### config.mk
export PLATFORM = sky130hd
export DESIGN_NAME = regfile_dump
export DESIGN_NICKNAME = d
export VERILOG_FILES = /design/src/rtl/regfile_dump.sv
export SDC_FILE = /design/constraint.sdc
export NUM_CORES = 1
export LEC_CHECK = 0
export CAP_MARGIN = 30
export CORE_ASPECT_RATIO = 2
export CORE_MARGIN = 5
export CORE_UTILIZATION = 45
export DETAILED_ROUTE_END_ITERATION = 16
export GPL_ROUTABILITY_DRIVEN = 0
export PLACE_DENSITY_LB_ADDON = 0.25
export SYNTH_ARGS = -nofsm -noshare
export SYNTH_HDL_FRONTEND = slang
export SYNTH_SLANG_ARGS = --single-unit
### constraint.sdc
create_clock -name clk -period 3.4 [get_ports clk]
set_input_delay 0.51 -clock clk [delete_from_list [all_inputs] [get_ports clk]]
set_output_delay 0.51 -clock clk [all_outputs]
set_load 0.01 [all_outputs]
### src/rtl/regfile_dump.sv
// regfile_dump: walks a contiguous, possibly wrapping, index range through one regfile
// read port and streams (index, value) pairs out over a valid/ready handshake.
module regfile_dump #(
    parameter int n = 16,
    parameter int r = 3
) (
    input  logic         clk,
    input  logic         rst,
    input  logic         start,
    input  logic [r-1:0] first,
    input  logic [r-1:0] last,
    output logic         busy,
    output logic         done,
    output logic [r-1:0] ra,
    input  logic [n-1:0] rd,
    output logic         m_valid,
    input  logic         m_ready,
    output logic [r-1:0] m_idx,
    output logic [n-1:0] m_data,
    output logic [1:0]   dbg_state_o
);

    typedef enum logic [1:0] {
        IDLE  = 2'd0,
        READ  = 2'd1,
        DRAIN = 2'd2
    } state_t;

    localparam logic [r-1:0] PTR_ONE = r'(1);

    state_t         state_q;
    logic [r-1:0]   ptr_q;
    logic [r-1:0]   last_q;
    logic           done_q;
    logic           m_valid_q;
    logic [r-1:0]   m_idx_q;
    logic [n-1:0]   m_data_q;
    logic           out_free;

    // Handshake: a beat transfers on a rising edge where m_valid and m_ready are both
    // high; m_valid, m_idx and m_data hold unchanged until that edge (or rst).
    assign out_free = !m_valid_q || m_ready;

    always_ff @(posedge clk) begin
        if (rst) begin
            state_q   <= IDLE;
            ptr_q     <= '0;
            last_q    <= '0;
            done_q    <= 1'b0;
            m_valid_q <= 1'b0;
            m_idx_q   <= '0;
            m_data_q  <= '0;
        end else begin
            done_q <= 1'b0;
            case (state_q)
                IDLE: begin
                    if (start) begin
                        ptr_q   <= first;
                        last_q  <= last;
                        state_q <= READ;
                    end
                end
                READ: begin
                    // A stalled output register means no read is consumed; ptr holds.
                    if (out_free) begin
                        m_data_q  <= rd;
                        m_idx_q   <= ptr_q;
                        m_valid_q <= 1'b1;
                        if (ptr_q == last_q) begin
                            state_q <= DRAIN;
                        end else begin
                            ptr_q <= ptr_q + PTR_ONE;
                        end
                    end
                end
                DRAIN: begin
                    if (m_valid_q && m_ready) begin
                        m_valid_q <= 1'b0;
                        done_q    <= 1'b1;
                        ptr_q     <= '0;
                        state_q   <= IDLE;
                    end
                end
                default: begin
                    state_q <= IDLE;
                end
            endcase
        end
    end

    assign busy        = (state_q != IDLE);
    assign done        = done_q;
    assign ra          = ptr_q;
    assign m_valid     = m_valid_q;
    assign m_idx       = m_idx_q;
    assign m_data      = m_data_q;
    assign dbg_state_o = state_q;

endmodule

==> results.md <==
* Outcome: finished, final reports clean
* Layout fillers at 237
* Crit-path slowest cell: clkdlybuf4s50_1
* Via count at 1226
* Placed cell areas at 1830 µm²
* Clock tree buffer depth at 2
* Initial Utilization at 46.9%
* Leak at 0.731 nW
* Register area share after synthesis at 45.2%
* First-pass GRT wire length at 5.25 mm
* # hold bufs at CTS at 0
* Min Tclk post-route at 2.22 ns
* I/O pin count at 53
* Final hold vios at 0
* Post-CTS resize count at 0
* DIE AREA at 4090 µm²
* RSZ-0062 raised after global routing: false
* Synth top area cells: dfxtp_1 (45%), nand2_1 (13%), a21oi_1 (11%)
* Clk Latency, worst-skew pair at 0.28 ns
* Vias in the first global route at 1246
* Most instantiated cells after synthesis: nand2_1 (43), dfxtp_1 (29), a21oi_1 (28)
* Area growth from synthesis to final layout at 48.6%
* FF/Latch Area at 581 µm²
* TritonCTS clock tree: yes
* Synth Net Count at 187
* Final non-filler cell area at 1910 µm²
* Final worst clock skew at 0.00434 ns
* Top delay family on crit path: buffers and inverters
* DRC viols at 0
* Fin util at 69.7%
* DRT iter0 DRCs at 24
* Max VDD drop at 0.529 mV
* Layout Nets at 241
* HPWL after DPL at 2.60 mm
* Area of the multi-input gates at 658 µm²
* Worst Path Arrival at 1.71 ns
* Worst path most repeated cell: inv_1
* Layout cells sized above 1 at 6.22%
* Slowest cell delay on critical path at 0.53 ns
* Overflow left after global routing at 0
* MaxCap Viol Count at 0
* Share of the synthesized area in the top cell type at 45.2%
* Hold WS at 0.451 ns
* Startpoint Class: flop
* Synth area leader: dfxtp_1
* Power per standard cell area at 745 nW/µm²
* Ys flop type: dfxtp_1
* Synthesized instance count at 154
* Chip width at 47.8 µm
* Crit share post-route at 65.3%
* Worst-Margin Slew at 0.647 ns
* Slew Limit Headroom at 56.8%
* Synth warnings at 0
* Die Height at 85.5 µm
* CP required at 2.89 ns
* Post-CTS Setup Bufs at 0
* Initial antenna violation count at 0
* Wire length per cell at 13.8 µm
* Final wirelength at 3.28 mm
* Sink Count at 29
* Post-synth EDFFs at 0
* Post-synth ARST share at 0%
* Critical path cell sequence: inv_1, ha_1, inv_1, clkdlybuf4s50_1
* Core region area at 2740 µm²
* Synth unique cells at 23
* CTS Buf Count at 5
* Detailed Routing Iterations Pass 1 at 6
* Core Rows at 27
* Crit path buf inv count at 3
* IO Port Bufs at 52
* Count leader, synth: nand2_1
* Syn Area/Cell at 8.34 µm²
* H-tree levels at 2
* Overall power at 0.00142 W
* Root buffer cell: clkbuf_8
* Overall Global Routing Usage at 17.7%
* Clock-pin slew on the worst setup and hold paths at 0.06 ns
* Max Fanout on Critical Path at 6
* Crit end category: output port
* Via-to-Cell Ratio at 5.15
* Fmax at 0.450 GHz
* Setup violators final at 0
* Routed Antenna Nets at 0
* Final setup TNS at 0 ns
* Synth Cell Area at 1280 µm²
* Largest net degree at the start of global routing at 20
* Fin. max-slew vios at 0
* Setup CP Type: flop to output port
* Ant. Diodes at 0
* Seq cells post-synth at 29
* Min-Delay Path Class: flop to flop
[flip-flops by register name, indices dropped and copies added, names as in the netlist]
name and cells:
m_data 16, last_q 3, m_idx 3, ra 3, dbg_state_o 2, done 1
m_valid 1
[cells in the final DEF, fill, tap and decap left out]
master and count:
clkinv_2 2, and4b_1 1, clkbuf_8 5, o21ai_1 1, buf_4 2, nor2b_1 4, inv_1 4, dfxtp_1 29
o21a_1 1, clkbuf_1 1, a211oi_1 1, nand2b_1 7, nand3_1 6, nor3_1 1, a21oi_1 28, nor2_1 2
or3b_4 1, xnor2_1 3, clkdlybuf4s50_1 52, ha_1 7, nand3b_1 1, mux2i_1 2, mux2_4 3, nand2_1 43
xor2_1 1, a41oi_1 1
[worst reg2reg max path: cells and delay by family, from the launching register on]
family	cells	cell delay, ns
AND/OR/NAND/NOR	2	0.55
flip-flops	1	0.35
adder cells (fa/ha/maj)	1	0.35
multiplexers	1	0.31
AO/OA/AOI/OAI	1	0.16
buffers and inverters	1	0.13
[cell families (layout without fill, tap and decap cells)]
group / after synthesis / count (layout) / synth area share (%)
buf+inv: 11 / 66 / 3.51
compound gates: 32 / 32 / 13.2
mux: 5 / 5 / 5.07
xor+xnor: 4 / 4 / 2.73
simple gates: 66 / 66 / 23.5
fa+ha+maj: 7 / 7 / 6.82
flops: 29 / 29 / 45.2
[routing by layer]
| layer | GRT usage (%) | part of all wire [%] | vias to the layer above |
|---|---|---|---|
| met1 | 16.7 | 34 | 552 |
| met4 | 9.07 | 3.1 | 0 |
| met5 | 0 | 0 | - |
| met2 | 32.2 | 55 | 50 |
| met3 | 3.78 | 7.1 | 9 |
| li1 | - | - | 615 |
[final timing paths]
| kind | start | to | slack [ns] | cells after the start |
|---|---|---|---|---|
| worst min-delay path | m_idx[1] | m_idx[1] | 0.45 | 2 |
| worst max-delay path | dbg_state_o[0] | busy | 1.18 | 4 |
| worst min register to register | m_idx[1] | m_idx[1] | 0.45 | 2 |
| worst max register to register | dbg_state_o[1] | ra[2] | 1.44 | 6 |
[cell type report]
| cell class | instances | area share (%) |
|---|---|---|
| multi-input cells | 114 | 34.5 |
| inverters | 4 | 0.787 |
| repair buffers | 54 | 28.1 |
| well taps | 29 | 1.90 |
| clock inverters | 2 | 0.525 |
| clock buffers | 6 | 3.80 |
| flip-flops and latches | 29 | 30.4 |
[per-stage QoR]
| step | setup WS (ns) | std cells |
|---|---|---|
| finish | 1.18 | 238 |
| global route | 1.07 | 238 |
| CTS | 1.15 | 238 |
| detailed placement | 1.39 | 230 |
| global placement | 1.42 | 230 |
| floorplan | 1.53 | 154 |
[where the power goes]
| group | internal (W) | total [W] | switching [W] |
|---|---|---|---|
| logic | 0.000345 | 0.000663 | 0.000318 |
| registers | 0.000420 | 0.000493 | 0.0000723 |
| clock network | 0.000141 | 0.000265 | 0.000124 |
| total | 0.000907 | 0.00142 | 0.000514 |
Power figures use the tool's default switching activity.
